`config.mk`:
```
export PLATFORM = sky130hd
export DESIGN_NAME = shift_sequencer
export DESIGN_NICKNAME = d
export VERILOG_FILES = /design/src/rtl/shift_sequencer.sv
export SDC_FILE = /design/constraint.sdc
export NUM_CORES = 1
export LEC_CHECK = 0
export ABC_CLOCK_PERIOD_IN_PS = 4100
export CAP_MARGIN = 20
export CORE_UTILIZATION = 45
export DETAILED_ROUTE_END_ITERATION = 8
export MAX_ROUTING_LAYER = met4
export PLACE_DENSITY_LB_ADDON = 0.12
export SYNTH_ARGS = -nofsm -noshare
export SYNTH_HDL_FRONTEND = slang
export SYNTH_SLANG_ARGS = --single-unit
```
`constraint.sdc`:
```
create_clock -name clk -period 4.1 [get_ports clk]
set_input_delay 0.82 -clock clk [delete_from_list [all_inputs] [get_ports clk]]
set_output_delay 0.82 -clock clk [all_outputs]
set_load 0.005 [all_outputs]
```
`src/rtl/shift_sequencer.sv`:
```
// Multi-bit shift/rotate sequencer: registers an operand and iterates a single-bit
// combinational shifter once per clock, returning result plus carry/zero flags.

module shifter #(
    parameter int SIZE = 8
) (
    input  logic [SIZE-1:0] data_in,
    input  logic            is_left_shift,
    input  logic            shift_in,
    output logic [SIZE-1:0] data_out,
    output logic            shift_out
);
    generate
        if (SIZE == 1) begin : g_one
            // A single bit simply swaps in shift_in; the old bit is what falls out.
            assign data_out  = shift_in;
            assign shift_out = data_in[0];
        end else begin : g_multi
            always_comb begin
                if (is_left_shift) begin
                    data_out  = {data_in[SIZE-2:0], shift_in};
                    shift_out = data_in[SIZE-1];
                end else begin
                    data_out  = {shift_in, data_in[SIZE-1:1]};
                    shift_out = data_in[0];
                end
            end
        end
    endgenerate
endmodule

module shift_sequencer #(
    parameter  int WIDTH = 8,
    localparam int AMT_W = (WIDTH > 1) ? $clog2(WIDTH) : 1
) (
    input  logic             clk,
    input  logic             rst,
    input  logic             start_valid,
    output logic             start_ready,
    input  logic [1:0]       op,
    input  logic [AMT_W-1:0] amount,
    input  logic [WIDTH-1:0] data_in,
    output logic             result_valid,
    input  logic             result_ready,
    output logic [WIDTH-1:0] result,
    output logic             carry_out,
    output logic             zero_out
);
    // Handshake: a transfer happens on a rising edge where valid && ready are both high;
    // the producer holds its payload until then, and the ready side never depends on valid.
    typedef enum logic [1:0] {OP_LSL = 2'b00, OP_LSR = 2'b01, OP_ASR = 2'b10, OP_ROL = 2'b11} op_e;
    typedef enum logic [1:0] {S_IDLE = 2'b00, S_SHIFT = 2'b01, S_DONE = 2'b10} state_e;

    state_e           state_q, state_d;
    op_e              op_q, op_d;
    logic [WIDTH-1:0] data_q, data_d;
    logic [AMT_W-1:0] count_q, count_d;
    logic             carry_q, carry_d;
    logic             zero_q, zero_d;
    logic             start_ready_q, start_ready_d;
    logic             result_valid_q, result_valid_d;

    logic             sh_left;
    logic             sh_in;
    logic [WIDTH-1:0] sh_data;
    logic             sh_out;

    assign sh_left = (op_q == OP_LSL) || (op_q == OP_ROL);

    // ROL feeds back shift_out, which depends only on data_q, so there is no loop.
    always_comb begin
        sh_in = 1'b0;
        case (op_q)
            OP_ASR:  sh_in = data_q[WIDTH-1];
            OP_ROL:  sh_in = sh_out;
            default: sh_in = 1'b0;
        endcase
    end

    shifter #(.SIZE(WIDTH)) u_shifter (
        .data_in       (data_q),
        .is_left_shift (sh_left),
        .shift_in      (sh_in),
        .data_out      (sh_data),
        .shift_out     (sh_out)
    );

    always_comb begin
        state_d = state_q;
        op_d    = op_q;
        data_d  = data_q;
        count_d = count_q;
        carry_d = carry_q;
        case (state_q)
            S_IDLE: begin
                if (start_valid) begin
                    data_d  = data_in;
                    op_d    = op_e'(op);
                    count_d = amount;
                    carry_d = 1'b0;
                    state_d = (amount == '0) ? S_DONE : S_SHIFT;
                end
            end
            S_SHIFT: begin
                data_d  = sh_data;
                carry_d = sh_out;
                count_d = count_q - AMT_W'(1);
                if (count_q == AMT_W'(1)) state_d = S_DONE;
            end
            S_DONE: begin
                if (result_ready) state_d = S_IDLE;
            end
            default: state_d = S_IDLE;
        endcase
        start_ready_d  = (state_d == S_IDLE);
        result_valid_d = (state_d == S_DONE);
        zero_d         = (data_d == '0);
    end

    always_ff @(posedge clk or posedge rst) begin
        if (rst) begin
            state_q        <= S_IDLE;
            op_q           <= OP_LSL;
            data_q         <= '0;
            count_q        <= '0;
            carry_q        <= 1'b0;
            zero_q         <= 1'b1;
            start_ready_q  <= 1'b1;
            result_valid_q <= 1'b0;
        end else begin
            state_q        <= state_d;
            op_q           <= op_d;
            data_q         <= data_d;
            count_q        <= count_d;
            carry_q        <= carry_d;
            zero_q         <= zero_d;
            start_ready_q  <= start_ready_d;
            result_valid_q <= result_valid_d;
        end
    end

    assign start_ready  = start_ready_q;
    assign result_valid = result_valid_q;
    assign result       = data_q;
    assign carry_out    = carry_q;
    assign zero_out     = zero_q;
endmodule
```
Word-level counts from Yosys, hierarchy flattened:

Cells that the tools add are included.

* flip-flop bits (word level): 19
* logic and storage cells: 39
* input bits: 17
* output and inout bits: 12

* reductions and logical operators: 9
* $add $sub $neg: 1
* muxes and demuxes: 14
* eq/ne operators: 7

Operators with widths (count)
* 2-to-1 mux 8 bit: 2
* one-hot mux 8 bit (2 select lines): 1
* equality test 2 bit (second input constant): 4
* logical NOT 8 bit: 1
* 2-to-1 mux 2 bit: 4
* logical NOT 2 bit: 3
* one-hot mux 2 bit (3 select lines): 1
* one-hot mux 3 bit (2 select lines): 1
* one-hot mux 1 bit (2 select lines): 2
* AND reduction 2 bit: 2
* equality test 3 x 1 -> 1 bit (second input constant): 1
* logical NOT 3 bit: 1
* 2-to-1 mux 3 bit: 1
* subtractor 3 x 1 -> 3 bit (second input constant): 1
* equality test 2 x 1 -> 1 bit (second input constant): 1
* 2-to-1 mux 1 bit: 2
* inequality test 2 bit (second input constant): 1
* nonzero test 2 bit: 1
* logical OR 1 bit: 1

Logic depth before layout (Yosys ltp):

Gate-level depths: netlist of the first run.

* depth in word-level cells: 7
* gate-level depth with buffers: 7
* depth with buffers taken out: 6

Cells and area by module:

From an unflattened synthesis of the first run, not the netlist that was laid out.

* cells, all modules: 100
* area, all modules: 1132.3 µm²

Modules (own cells, without submodules)
* shift_sequencer: seq. area each 478.0 µm², times used 1, cells an instance 90, area an instance 985.9 µm²
* shifter: seq. area each 0.0 µm², times used 1, cells an instance 10, area an instance 146.4 µm²

Least setup slack after synthesis of the first run:

Ideal clock, no wire load.

* path kind: input to register
* from: in start_valid
* to: reg zero_q, in the netlist zero_out
* setup slack: 2.109 ns
* arrival: 1.901 ns
* cell stages on the path: 5
* buffers on the path: 1
* library setup time: 0.090 ns
* data required time: 4.010 ns
* cells stage by stage: buf_4 > or4b_1 > o221a_2 > nand4b_4 > nor4_2

* word-level cells in the longest chain between the ends: 3

Ends and longest elaborated chain
* start, declared: line 38 `input logic start_valid,`
* 2-to-1 mux 8 bit: line 96 `if (start_valid) begin`
* one-hot mux 8 bit (2 select lines): line 94 `case (state_q)`
* named net data_d[1]: line 56 `logic [WIDTH-1:0] data_q, data_d;`
* logical NOT 8 bit: line 117 `zero_d = (data_d == '0);`
* named net zero_d: line 59 `logic zero_q, zero_d;`
* end signal, assigned: line 136 `zero_q <= zero_d;`
* end, declared: line 59

The timed path passes the listed nets, and every way through them passes these cells.
A chain may end at the register's enable or synchronous reset.

Worst setup path after layout of the first run:

* from: in start_valid
* to: reg zero_q, in the netlist zero_out

* word-level cells in the longest chain between the ends: 3

Ends and longest elaborated chain (line)
* 2-to-1 mux 8 bit: 96
* one-hot mux 8 bit (2 select lines): 94
* logical NOT 8 bit: 117
* named net zero_d: 59

The timed path passes the listed nets, and every way through them passes these cells.

==> results of run 1 <==
[state kept, by name, indices dropped and copies added (netlist names)]
| register | cells |
|---|---|
| carry_out | 1 |
| count_q | 3 |
| op_q | 2 |
| result | 8 |
| result_valid | 1 |
| start_ready | 1 |
| state_q | 2 |
| zero_out | 1 |
[cells in the final DEF, fill, tap and decap left out, types with 2 or more instances in the layout]
cell             count
clkdlybuf4s50_1     28
dfrtp_1             17
o21ai_0             10
inv_1                8
a21oi_1              6
mux2i_1              6
nor2_1               5
nand2_1              5
a22oi_1              4
ha_1                 4
nand2b_1             3
a2bb2oi_1            3
clkbuf_4             3
o31ai_1              2
o32ai_1              2
o21a_1               2
nor2b_1              2
dfstp_2              2
[metal layers]
metal / vias up / GRT usage / share of wire
li1: 454 / - / -
met1: 437 / 0.307 / 0.50
met2: 22 / 0.320 / 0.46
met3: 4 / 0.0179 / 0.032
met4: 0 / 0.0946 / 0.011
met5: - / - / 0
[path summary, 6_finish.rpt]
kind                                  startpoint               endpoint  slack (ns)  cells after the start
max                                  start_valid     zero_out$_DFF_PP1_        1.75                      5
min                        carry_out$_DFFE_PP0P_  carry_out$_DFFE_PP0P_        0.50                      2
max reg2reg                  op_q[1]$_DFFE_PP0P_     zero_out$_DFF_PP1_        1.95                      5
min reg2reg                carry_out$_DFFE_PP0P_  carry_out$_DFFE_PP0P_        0.50                      2
max in group asynchronous                    rst    result[6]$_DFF_PP0_        2.70                      2
min in group asynchronous                    rst  carry_out$_DFFE_PP0P_        0.93                      2
[per-stage QoR]
| step | instance area, um^2 | power [mW] | hold slack [ns] | setup slack, ns |
|---|---|---|---|---|
| floorplan | 1100 | 0.788 | 0.473 | 2.11 |
| detailed placement | 1390 | 0.995 | 0.494 | 1.48 |
| CTS | 1420 | 1.09 | 0.521 | 1.78 |
| finish | 1420 | 1.09 | 0.503 | 1.75 |
| global placement | 1390 | 0.989 | 0.484 | 1.53 |
| global route | 1420 | 1.18 | 0.545 | 1.62 |
[worst max-delay path, cell delays in order]
cell,delay [ns]
clkdlybuf4s50_1,0.68
o21bai_1,0.28
a22oi_1,0.40
nand4b_4,0.13
nor4_2,0.25
[area by class of cell]
class / count / area (um^2) / area share
Multi-Input combinational cell: 75 / 561 / 0.396
Sequential cell: 19 / 478 / 0.338
Timing Repair Buffer: 28 / 280 / 0.198
Tap cell: 28 / 35.0 / 0.0248
Inverter: 9 / 33.8 / 0.0239
Clock buffer: 3 / 22.5 / 0.0159
Clock inverter: 1 / 5.00 / 0.00354
[logic make-up (layout without fill, tap and decap cells)]
family                   Yosys count  count (layout)  share of synthesized area
buffers and inverters             14              41                     0.0536
multiplexers                       8               8                     0.0753
flip-flops                        19              19                      0.436
AO/OA/AOI/OAI                     38              38                      0.237
AND/OR/NAND/NOR                   25              25                      0.153
adder cells (fa/ha/maj)            4               4                     0.0456
[power by group through the flow]
stage	registers, mW	clock network (mW)	logic, mW
final	0.392	0.0946	0.602
after global routing	0.409	0.105	0.667
after CTS	0.391	0.0976	0.603
after detailed placement	0.395	0	0.601
after global placement	0.393	0	0.595
after floorplan	0.357	0	0.431
==> flow_metrics.tcl, run 1 <==
set metrics [dict create \
    placed_cells 159 \
    fin_cells 163 \
    yosysTopAreaCellShare 0.388 \
    grt_pass1_wl_um 4150 \
    setup_viol 0 \
    p_per_area_nw_per_um2 769 \
    area_growth_pct 29.0 \
    rows 17 \
    syn-cell-area_um2 1100 \
    synth_warnings 0 \
    fin_util 0.628 \
    fin_crit_ns 2.35 \
    switching_share 0.411 \
    yosys.area.top_type "dfrtp_1" \
    status "finished, final reports clean" \
    path_max_fanout 10 \
    initial_core_util 0.487 \
    core_um2 2250 \
    syn_inst 108 \
    ys_async_sr_fraction 1.00 \
    internal_power_mw 0.642 \
    final_layout_size_suffix_gt1_frac 0.0963 \
    vias 917 \
    switchingPower_mw 0.447 \
    numCtsBuffers 3 \
    grt_pass1_vias 907 \
    synth_most_common_cell "dfrtp_1" \
    fill_cells 192 \
    io_pins 29 \
    antenna_found_initial 0 \
    root_buffer "clkbuf_4" \
    die_height_um 51.4 \
    seqPwrFrac 0.360 \
    fmax_ghz 0.426 \
    grt_usage 0.218 \
    path_class "in -> reg" \
    tightest_slew_ns 0.732 \
    ys.flop_type "dfrtp_1" \
    dpl.hpwl_um 1760 \
    post_drt_wl_per_cell_um 14.6 \
    max-slew-margin-rel 0.511 \
    setup.worst_path.start_class "primary input" \
    hold_class "reg -> reg" \
    worstSkewPairLatency_ns 0.30 \
    yosys_register_bits 19 \
    cp.required_ns 4.31 \
    ir_drop_mv 0.433 \
    synth_edf_count 0 \
    via_per_inst 5.63 \
    drt_iter0_markers 38 \
    synthTopCellsByCount "dfrtp_1 (17), o21ai_0 (10), inv_1 (8)" \
    nets 157 \
    tns_ns 0 \
    routed_wl_um 2380 \
    ctsResizeCount 0 \
    combPwrFrac 0.553 \
    dieArea_um2 2640 \
    grt_overflow_total 0 \
    drtPass1Iterations 4 \
    grt_max_degree 20 \
    post_cts_buffers 0 \
    synthDistinctLibCells 41 \
    cts_hold_buf 0 \
    ant_nets 0 \
    clkPwrFrac 0.087 \
    synth_seq_area_share 0.436 \
    cts_tree "done" \
    cts.clk_slew.worst_paths_ns 0.11 \
    hold_viol 0 \
    synth_nets 129 \
    finalMaxSlewViolations 0 \
    critPathCaptureType "flip-flop" \
    arrival_ns 2.56 \
    antennaDiodeCount 0 \
    p_leak_nw 0.617 \
    io_buffers 28 \
    die_x_um 51.4 \
    synth_area_per_cell_um2 10.2 \
    rsz0062_at_grt "false" \
    drc 0 \
    place.gp.congestion 0.902 \
    htreeDepth 1 \
    finClkSkew_ns 0.00963 \
    synthTopCellsByArea "dfrtp_1 (39%), mux2i_1 (5.5%), dfstp_2 (4.8%), ha_1 (4.6%), o21ai_0 (4.6%)" \
    clock_sinks 19 \
    cap_violations 0 \
    cts_max_path_buffers 2 \
    post-route-period-util 0.573 \
]
Note: power is estimated with default switching activity, not from simulation.
==> run 2, diff against run 1 <==
--- a/config.mk
+++ b/config.mk
@@ -5,7 +5,7 @@
 export SDC_FILE = /design/constraint.sdc
 export NUM_CORES = 1
 export LEC_CHECK = 0
-export ABC_CLOCK_PERIOD_IN_PS = 4100
+export ABC_CLOCK_PERIOD_IN_PS = 2200
 export CAP_MARGIN = 20
 export CORE_UTILIZATION = 45
 export DETAILED_ROUTE_END_ITERATION = 8
==> constraint.sdc (replaced) <==
create_clock -name clk -period 2.2 [get_ports clk]
set_input_delay 0.44 -clock clk [delete_from_list [all_inputs] [get_ports clk]]
set_output_delay 0.44 -clock clk [all_outputs]
set_load 0.005 [all_outputs]
==> flow_metrics.tcl, run 2 (synthesis results as in run 1) <==
set metrics [dict create \
    post-route-period-util 0.844 \
    grt_usage 0.208 \
    hold_viol 0 \
    io_pins 29 \
    routed_wl_um 2390 \
    layout_common_cells "clkdlybuf4s50_1 (28), dfrtp_1 (17), o21ai_0 (10), inv_1 (8)" \
    root_buffer "clkbuf_4" \
    drc 0 \
    finalPower_mw 2.08 \
    rsz0062_at_grt "false" \
    via_per_inst 5.48 \
    cap_violations 0 \
    status "finished, final reports clean" \
    htreeDepth 1 \
    clock_sinks 19 \
    crit_start "state_q[0]$_DFF_PP0_" \
    critPathCaptureType "flip-flop" \
    grt_pass1_wl_um 3910 \
    p_leak_nw 0.641 \
    vias 920 \
    path_class "reg -> reg" \
    cp.required_ns 2.43 \
    numCtsBuffers 3 \
    ctsResizeCount 0 \
    tns_ns 0 \
    final_common_cell "clkdlybuf4s50_1" \
    io_buffers 28 \
    path_max_fanout 16 \
    grt_overflow_total 0 \
    cts_hold_buf 0 \
    cts_tree "done" \
    rows 17 \
    cts_max_path_buffers 2 \
    core_um2 2250 \
    setup_viol 0 \
    fmax_ghz 0.538 \
    setup.worst_path.start_class "flip-flop" \
    die_x_um 51.4 \
    setup_ws_ns 0.343 \
    dieArea_um2 2640 \
    die_height_um 51.4 \
    preCtsSetupSlack_ns 0.0426 \
    final_layout_size_suffix_gt1_frac 0.129 \
    fin_crit_ns 1.86 \
    grt_pass1_vias 806 \
    holdWs_ns 0.445 \
    arrival_ns 2.08 \
    final_area_um2 1450 \
    area_growth_pct 32.4 \
    grt_max_degree 20 \
    p_per_area_nw_per_um2 1430 \
    place.gp.congestion 0.867 \
    worstSkewPairLatency_ns 0.30 \
    antennaDiodeCount 0 \
    drt_iter0_markers 15 \
    placed_area_um2 1430 \
    rr_startpoint "state_q[0]$_DFF_PP0_" \
    post_drt_wl_per_cell_um 14.2 \
    dpl.hpwl_um 1760 \
    post_cts_buffers 0 \
    finalMaxSlewViolations 0 \
    largest_reg_flops 8 \
    nets 162 \
    ant_nets 0 \
    ir_drop_mv 0.868 \
    initial_core_util 0.487 \
    antenna_found_initial 0 \
    drtPass1Iterations 4 \
    hold_class "in -> async" \
    tightest_slew_ns 0.503 \
    cts.clk_slew.worst_paths_ns 0.11 \
    finClkSkew_ns 0.00345 \
    max-slew-margin-rel 0.663 \
]
## run 2: area by class of cell
class,instances,area (um^2)
multi-input combinational,75,561
fill,201,802
timing repair buffer,33,318
sequential,19,478
tap,28,35.0
inverter,9,33.8
clock inverter,1,5.00
clock buffer,3,22.5
## run 2: worst paths after layout
kind | to | slack, ns | cells after the start
worst max-delay path | zero_out$_DFF_PP1_ | 0.34 | 4
worst min-delay path | result[7]$_DFF_PP0_ | 0.45 | 3
worst max register to register | zero_out$_DFF_PP1_ | 0.34 | 4
worst min register to register | carry_out$_DFFE_PP0P_ | 0.49 | 2
max in group asynchronous | zero_out$_DFF_PP1_ | 1.49 | 3
min in group clk | carry_out$_DFFE_PP0P_ | 0.49 | 2
## run 2: worst max-delay path, cell delays in order (launching register included)
cell	delay, ns
dfrtp_1	0.67
nand2b_1	0.32
o32ai_1	0.43
o2bb2ai_1	0.14
nor4_2	0.22
## run 2: metrics by stage
stage / util / std cells
after floorplan: - / 108
after global placement: 0.632 / 164
after detailed placement: 0.632 / 164
after CTS: 0.644 / 168
after global routing: 0.644 / 168
final: 0.644 / 168
## run 2: power breakdown
| part | internal [mW] | switching, mW |
|---|---|---|
| sequential | 0.521 | 0.207 |
| clock | 0.0679 | 0.115 |
| combinational | 0.644 | 0.523 |
| total | 1.23 | 0.845 |
## run 2: layer usage
layer,vias to the layer above,global-route usage,routed length [um],share of wire
met2,20,0.277,1080,0.45
met1,433,0.315,1190,0.50
met3,2,0.0536,102,0.043
met4,0,0.0405,12,0.0050
li1,465,-,-,-
met5,-,-,0,0
